--- config.mk ---
export PLATFORM = sky130hd
export DESIGN_NAME = evt_buffer
export DESIGN_NICKNAME = d
export VERILOG_FILES = /design/src/rtl/evt_buffer_pkg.sv /design/src/rtl/evt_buffer_mem.sv /design/src/rtl/evt_buffer.sv
export SDC_FILE = /design/constraint.sdc
export NUM_CORES = 1
export LEC_CHECK = 0
export CAP_MARGIN = 20
export CORE_ASPECT_RATIO = 0.7
export CORE_MARGIN = 2
export CORE_UTILIZATION = 61
export DETAILED_ROUTE_END_ITERATION = 10
export GPL_ROUTABILITY_DRIVEN = 1
export PLACE_DENSITY = 0.81
export SKIP_LAST_GASP = 1
export SYNTH_ARGS = -nofsm -noshare
export SYNTH_HDL_FRONTEND = slang
export SYNTH_HIERARCHICAL = 1
export SYNTH_SLANG_ARGS = --single-unit
export TNS_END_PERCENT = 50
--- constraint.sdc ---
create_clock -name clk -period 9.8 [get_ports clk]
set_input_delay 1.96 -clock clk [delete_from_list [all_inputs] [get_ports clk]]
set_output_delay 1.96 -clock clk [all_outputs]
set_load 0.02 [all_outputs]
--- src/rtl/evt_buffer_pkg.sv ---
// Shared widths for the event path plus a saturating counter helper.
// EVT_BITS_DEF and CNT_BITS live here so the packet assembler sees the same values.
package evt_buffer_pkg;

    localparam int EVT_BITS_DEF   = 32;
    localparam int PKT_BITS       = 128;
    localparam int CNT_BITS       = 32;
    localparam int FIFO_DEPTH_DEF = 16;

    function automatic logic [CNT_BITS-1:0] sat_inc(input logic [CNT_BITS-1:0] v);
        return (v == '1) ? v : v + CNT_BITS'(1);
    endfunction

endpackage

--- src/rtl/evt_buffer_mem.sv ---
// Simple dual-port event storage: one synchronous write port, one async read port.
// No reset on the array so it maps onto LUTRAM; read data is valid the cycle after a write.
module evt_buffer_mem #(
    parameter int WIDTH = 32,
    parameter int DEPTH = 16
) (
    input  logic                     clk,
    input  logic                     we_i,
    input  logic [$clog2(DEPTH)-1:0] waddr_i,
    input  logic [WIDTH-1:0]         wdata_i,
    input  logic [$clog2(DEPTH)-1:0] raddr_i,
    output logic [WIDTH-1:0]         rdata_o
);

    logic [WIDTH-1:0] mem_q [DEPTH];

    always_ff @(posedge clk) begin
        if (we_i) begin
            mem_q[waddr_i] <= wdata_i;
        end
    end

    assign rdata_o = mem_q[raddr_i];

endmodule

--- src/rtl/evt_buffer.sv ---
// First-word-fall-through event FIFO with accept/drop counters; 1-cycle push-to-valid latency.
// Full back-pressures upstream, or in drop mode accepts and discards; flush deasserts ready.
module evt_buffer
    import evt_buffer_pkg::*;
#(
    parameter int EVT_BITS = EVT_BITS_DEF,
    parameter int DEPTH    = FIFO_DEPTH_DEF
) (
    input  logic                   clk,
    input  logic                   reset,
    input  logic [EVT_BITS-1:0]    evt_data_in,
    input  logic                   evt_vld_in,
    output logic                   evt_rdy_out,
    output logic [EVT_BITS-1:0]    evt_data_out,
    output logic                   evt_vld_out,
    input  logic                   evt_rdy_in,
    input  logic                   drop_in,
    input  logic                   flush_in,
    input  logic                   cnt_clr_in,
    output logic [$clog2(DEPTH):0] level_out,
    output logic [CNT_BITS-1:0]    evt_cnt_out,
    output logic [CNT_BITS-1:0]    drop_cnt_out
);

    localparam int AW = $clog2(DEPTH);
    localparam int LW = AW + 1;
    localparam logic [LW-1:0] FULL_LVL = LW'(DEPTH);

    logic [AW-1:0]       wr_ptr_q, wr_ptr_d;
    logic [AW-1:0]       rd_ptr_q, rd_ptr_d;
    logic [LW-1:0]       level_q, level_d;
    logic [CNT_BITS-1:0] evt_cnt_q, evt_cnt_d;
    logic [CNT_BITS-1:0] drop_cnt_q, drop_cnt_d;
    logic                live_q;
    logic                full;
    logic                up_xfer;
    logic                push;
    logic                drop_evt;
    logic                pop;

    // live_q keeps ready low during reset and rises on the first edge afterwards
    assign full        = (level_q == FULL_LVL);
    assign evt_rdy_out = live_q && !flush_in && (!full || drop_in);
    assign up_xfer     = evt_vld_in && evt_rdy_out;
    assign push        = up_xfer && !full;
    assign drop_evt    = up_xfer && full;
    assign evt_vld_out = (level_q != '0);
    assign pop         = evt_vld_out && evt_rdy_in;

    always_comb begin
        wr_ptr_d   = wr_ptr_q;
        rd_ptr_d   = rd_ptr_q;
        level_d    = level_q;
        evt_cnt_d  = evt_cnt_q;
        drop_cnt_d = drop_cnt_q;

        if (flush_in) begin
            wr_ptr_d = '0;
            rd_ptr_d = '0;
            level_d  = '0;
        end else begin
            if (push) begin
                wr_ptr_d = wr_ptr_q + AW'(1);
            end
            if (pop) begin
                rd_ptr_d = rd_ptr_q + AW'(1);
            end
            case ({push, pop})
                2'b10:   level_d = level_q + LW'(1);
                2'b01:   level_d = level_q - LW'(1);
                default: level_d = level_q;
            endcase
        end

        if (cnt_clr_in) begin
            evt_cnt_d  = '0;
            drop_cnt_d = '0;
        end else begin
            if (push) begin
                evt_cnt_d = sat_inc(evt_cnt_q);
            end
            if (drop_evt) begin
                drop_cnt_d = sat_inc(drop_cnt_q);
            end
        end
    end

    always_ff @(posedge clk or posedge reset) begin
        if (reset) begin
            wr_ptr_q   <= '0;
            rd_ptr_q   <= '0;
            level_q    <= '0;
            evt_cnt_q  <= '0;
            drop_cnt_q <= '0;
            live_q     <= 1'b0;
        end else begin
            wr_ptr_q   <= wr_ptr_d;
            rd_ptr_q   <= rd_ptr_d;
            level_q    <= level_d;
            evt_cnt_q  <= evt_cnt_d;
            drop_cnt_q <= drop_cnt_d;
            live_q     <= 1'b1;
        end
    end

    evt_buffer_mem #(
        .WIDTH (EVT_BITS),
        .DEPTH (DEPTH)
    ) u_mem (
        .clk     (clk),
        .we_i    (push),
        .waddr_i (wr_ptr_q),
        .wdata_i (evt_data_in),
        .raddr_i (rd_ptr_q),
        .rdata_o (evt_data_out)
    );

    assign level_out    = level_q;
    assign evt_cnt_out  = evt_cnt_q;
    assign drop_cnt_out = drop_cnt_q;

endmodule

==> After elaboration in Yosys (flattened, before gate mapping) <==
Memory sizes are Yosys's and may differ from the RTL's.
Cells that the tools add are included.
{ "classes": {"addsub": 6, "eq_ne": 7, "n_mux": 14, "reduce_logical": 17} }
{ "ops": {"columns": ["operator", "count"], "rows": [
  ["2-to-1 mux 32 bit", 6],
  ["adder 32 x 1 -> 32 bit (second input constant)", 2],
  ["== test 32 bit (second input constant)", 2],
  ["2-to-1 mux 4 bit", 4],
  ["case mux 5 bit (2 select lines)", 1],
  ["adder 4 x 1 -> 4 bit (second input constant)", 2],
  ["nonzero test 2 bit", 4],
  ["logical AND 1 bit", 6],
  ["adder 5 x 1 -> 5 bit (second input constant)", 1],
  ["== test 5 bit (second input constant)", 1],
  ["2-to-1 mux 5 bit", 1],
  ["nonzero test 5 bit", 1],
  ["subtractor 5 x 1 -> 5 bit (second input constant)", 1],
  ["inequality test 2 bit (second input constant)", 2],
  ["AND reduction 2 bit", 2],
  ["nonzero test 3 bit", 1],
  ["== test 2 x 1 -> 1 bit (second input constant)", 1],
  ["== test 2 bit (second input constant)", 1],
  ["logical NOT 1 bit", 2],
  ["2-to-1 mux 1 bit", 2],
  ["logical OR 1 bit", 1]
]} }
{ "word_totals": {"ff_bits": 78, "mem_bits_rw": 512, "input_bits": 39, "out_inout_bits": 103, "word_cells": 51, "mem_count": 1} }
{ "memory_table": {"columns": ["name", "words", "word_bits", "rd", "rd_clocked_by_memory_dff", "wr", "line", "source"], "rows": [
  ["u_mem.mem_q", 16, 32, 1, 0, 1, "evt_buffer_mem.sv:15", "logic [WIDTH-1:0] mem_q [DEPTH];"]
]} }

==> Logic depth before layout (Yosys ltp) <==
{ "logic_depth": {"ltp_word": 9, "mapped_depth": 11, "depth_no_buf": 10} }

==> Cells and area by module <==
Netlist, hierarchy kept.
{ "by_module_without_submodules": {"columns": ["mod", "n_inst", "cells_each", "area_each_um2"], "rows": [
  ["evt_buffer_mem", 1, 806, 19213.4],
  ["evt_buffer", 1, 452, 4320.4]
]} }

==> Worst setup path before layout <==
OpenSTA, ideal clock, no wires.
{ "synth_path": {"path_type": "in2reg", "from": "input flush_in", "to": "memory u_mem.mem_q[0][0], enable pin", "setup_time_ns": 0.461, "arrival_ns": 5.735, "t_required_ns": 9.339, "setup_slack_ns": 3.604, "path_stages": 6, "cell_sequence": "buf_2 -> nand3b_1 -> a21oi_1 -> buf_2 -> or3b_2 -> nor3_1"} }
{ "synth_via": {"elab_chain_len": 7} }
{ "synth_lines": {"columns": ["item", "line", "source"], "rows": [
  ["start, declared", "evt_buffer.sv:18", "input logic flush_in,"],
  ["logical NOT 1 bit", "evt_buffer.sv:43", "assign evt_rdy_out = live_q && !flush_in && (!full || drop_in);"],
  ["logical AND 1 bit (2 in series)", "evt_buffer.sv:43", null],
  ["logical AND 1 bit", "evt_buffer.sv:44", "assign up_xfer = evt_vld_in && evt_rdy_out;"],
  ["logical AND 1 bit", "evt_buffer.sv:45", "assign push = up_xfer && !full;"],
  ["via push", "evt_buffer.sv:37", "logic push;"],
  ["2-to-1 mux 1 bit", "evt_buffer_mem.sv:18", "if (we_i) begin"],
  ["2-to-1 mux 1 bit (implied by the code)", "evt_buffer_mem.sv:19", "mem_q[waddr_i] <= wdata_i;"],
  ["end, declared", "evt_buffer_mem.sv:15", null]
]} }
The timed path passes the listed nets, and every way through them passes these cells.

==> Worst setup path after layout <==
{ "layout_path": {"from": "register rd_ptr_q[1]", "to": "output evt_data_out[22]"} }
{ "layout_via": {"elab_chain_len": 1} }
{ "layout_lines": {"columns": ["item", "line", "source"], "rows": [
  ["start, declared", "evt_buffer.sv:30", "logic [AW-1:0] rd_ptr_q, rd_ptr_d;"],
  ["start signal, assigned", "evt_buffer.sv:98", "rd_ptr_q <= rd_ptr_d;"],
  ["memory (16 x 32 bit)", null, null],
  ["end, declared", "evt_buffer.sv:14", "output logic [EVT_BITS-1:0] evt_data_out,"]
]} }
No other way between the ends.

==> qor.yml <==
finish:
  fin_nets: 1459
  layout_common_cells: "edfxtp_1 (512), clkdlybuf4s50_1 (140), mux4_2 (128), nor2_1 (77), dfrtp_1 (76)"
  mostFrequentLayoutCell: "edfxtp_1"
  area_delta_synth_final_pct: 16.53
  final-instance-count-excl-fill: 1950
  n_antenna_cell: 0
  drive_above_1_share_pct: 18.71
  fin_area_um2: 27420
setup_path:
  r2r_start: "level_out[0]"
  worstSetupEndpointType: "output pin"
  crit_type: "reg -> out"
  r2r-end: "u_mem/mem_q[3][20]"
  cp.arrival_ns: 4.11
  critPathMaxFanout: 70
  crit_slowest_cell: "dfrtp_4"
  crit_required_ns: 7.84
  cpLargestDelayFamily: "buffers and inverters"
  r2r_cells: 5
  start_kind: "register"
  rrSetupSlack_ns: 6.79
  slowest_delay_ns: 1.10
  path_cells: "buf_4 -> mux4_2 -> a22oi_1 -> nand2_1 -> clkdlybuf4s50_1"
  cp_num_buf_inv: 2
pwr:
  totalPowerFinal_uw: 5854
  power_density_nw_per_um2: 213.4
  power_frac_comb_pct: 15.6
  power_frac_seq_pct: 48.4
  p_sw_share_pct: 23.90
  pwr-share-clk_pct: 35.9
  p_int_uw: 4454
  p_leak_uw: 0.008767
  irDropWorstVdd_mv: 0.1293
  p_sw_uw: 1399
cts:
  clock-sinks: 590
  holdBufCountCts: 0
  h-tree-depth: 2
  cts_tree: "built"
  clockBufferDepth: 3
  cts_inserted_buffers: 52
  clk_pin_slew_ns: 0.06
  cts_resized: 0
  clk_latency_ns: 0.58
  cts_setup_buffers: 0
  cts_root_buf: "clkbuf_16"
floorplanning:
  core_um2: 38210
  chipHeight_um: 168.3
  start_util_pct: 61.59
  die_w_um: 238.8
  ios: 142
  die_area_um2: 40190
  rows: 60
routing:
  routed_wl_mm: 51.06
  drt-wirelength-per-cell_um: 26.18
  drt_iter0_markers: 1543
  num_vias: 12590
  final_antenna_net_count: 0
  drtPass1Iterations: 5
  vias_per_cell: 6.455
  drc: 0
place:
  portBuffers: 141
  gp_routability_congestion: 0.7849
  hpwlAfterDp_mm: 28.31
  dp.cells: 1854
  place_area_um2: 25620
sta:
  period_minus_slack_ns: 6.067
  slew_headroom_pct: 23.75
  min_period_over_period_pct: 61.91
  hold_ws_ns: 0.5739
  final-hold-violation-count: 0
  finClkSkew_ns: 0.01992
  finalSetupViolCount: 0
  slew_viol_final: 0
  grt_setup_unrepaired: "no"
  worst_pin_slew_ns: 1.141
  finalSetupTns_ns: 0
  fmax_ghz: 0.1648
synth:
  synth_edf_count: 512
  synth_nets: 1303
  synth_flop_cell: "edfxtp_1"
  synthArstFlopShare_pct: 13.22
  yosys_warnings: 6
  syn_area_per_cell_um2: 18.71
  syn_area_um2: 23530
  syn_inst: 1258
  ys_seq_area_share_pct: 73.62
  ys_types: 61
  postSynthRegisterBits: 590
global_route:
  antenna_found_initial: 0
  grt_pass1_wl_mm: 77.34
  use_met2_pct: 40.51
  grtUsageMet3_pct: 4.378
  grt_usage_pct: 25.86
  grt_pass1_vias: 12820
  grt_most_used_layer: "met2"
  grt_max_degree: 102
  globalRouteMet1Util_pct: 38.75
  grt_overflow: 0
worst_hold_path:
  hold_path_end: "drop_cnt_out[11]"
  hold_class: "reg -> reg"
  hold_depth: 2
  min-delay-start: "drop_cnt_out[11]"
run:
  drv_cap: 0
status:
  status: "finished, final reports clean"
[power groups by stage]
stage	sequential, uW	combinational [uW]	clock (uW)
after CTS	2840	926	2130
after global placement	2890	900	0
final	2830	916	2100
after floorplan	2830	693	0
after global routing	2840	980	2230
after detailed placement	2890	914	0
[metrics by stage]
| stage | utilization, % | setup WS [ns] |
|---|---|---|
| 4_1_cts | 71.62 | 3.742 |
| 5_1_grt | 71.77 | 3.589 |
| 6_report | 71.77 | 3.733 |
| 3_5_place_dp | 67.04 | 4.148 |
| 3_3_place_gp | 66.88 | 4.123 |
| 2_1_floorplan | - | 3.604 |
[worst max-delay path by stage]
stage | startpoint | end | slack, ns | cells after the start
4_1_cts | rd_ptr_q[1] | evt_data_out[26] | 3.74 | 5
3_5_place_dp | flush_in | evt_rdy_out | 4.15 | 3
3_3_place_gp | flush_in | evt_rdy_out | 4.12 | 3
6_report | rd_ptr_q[1] | evt_data_out[22] | 3.73 | 5
2_1_floorplan | flush_in | u_mem/mem_q[0][0] | 3.60 | 6
5_1_grt | rd_ptr_q[1] | evt_data_out[22] | 3.59 | 5
[flip-flops by register name (all words and copies together), names as in the netlist]
signal,count
u_mem/mem_q,512
evt_cnt_out,32
live_q,1
wr_ptr_q,4
level_out,5
rd_ptr_q,4
drop_cnt_out,32
[synth_stat cells, types with 3 or more instances]
library cell | count | share of area [%]
a21oi_1 | 13 | 0.28
a22oi_1 | 65 | 2.1
and2_1 | 7 | 0.19
and3_1 | 7 | 0.19
and4_1 | 9 | 0.33
buf_1 | 10 | 0.16
buf_2 | 10 | 0.21
buf_4 | 11 | 0.35
buf_6 | 3 | 0.14
clkbuf_1 | 30 | 0.48
dfrtp_1 | 78 | 8.3
edfxtp_1 | 512 | 65
ha_1 | 6 | 0.32
inv_1 | 11 | 0.18
mux2i_1 | 4 | 0.17
mux4_2 | 128 | 12
nand2_1 | 59 | 0.94
nand2b_1 | 5 | 0.13
nand3_1 | 28 | 0.60
nand3b_1 | 4 | 0.13
nand4_1 | 15 | 0.40
nor2_1 | 90 | 1.4
nor2b_1 | 4 | 0.11
nor3_1 | 18 | 0.38
nor3b_1 | 3 | 0.096
nor4_1 | 14 | 0.37
nor4_4 | 3 | 0.27
o21ai_0 | 9 | 0.19
or3_1 | 6 | 0.16
xnor2_1 | 42 | 1.6
xor2_1 | 19 | 0.71
[kinds of logic after synthesis]
logic type / after synthesis / share of synthesized area [%]
and+or+nand+nor: 290 / 6.518
AOI/OAI and AO/OA: 102 / 3.264
DFF: 590 / 73.62
xor gates and xnor gates: 61 / 2.270
adders and majority gates: 6 / 0.3190
buffers and inverters: 75 / 1.521
muxes: 133 / 12.47
other: 1 / 0.01593
[per-layer routing]
metal / vias up / part of all wire [%]
met5: - / 0
met1: 6573 / 41
li1: 5366 / -
met4: 0 / 1.9
met3: 69 / 8.0
met2: 580 / 49
[area by class of cell]
cell class	instances	area (um2)
Fill cell	2207	10790
Tap cell	496	620.6
Inverter	11	41.29
Sequential cell	590	17330
Multi-Input combinational cell	593	5992
Clock inverter	36	406.6
Timing Repair Buffer	166	1684
Clock buffer	58	1345
[tightest hold or removal path, delay by kind of cell, from the launching register on]
family        cells  cell delay, ns
flops             1            0.38
simple gates      1            0.04
xor+xnor          1            0.12
No activity file was read; power rests on OpenSTA's default activity.
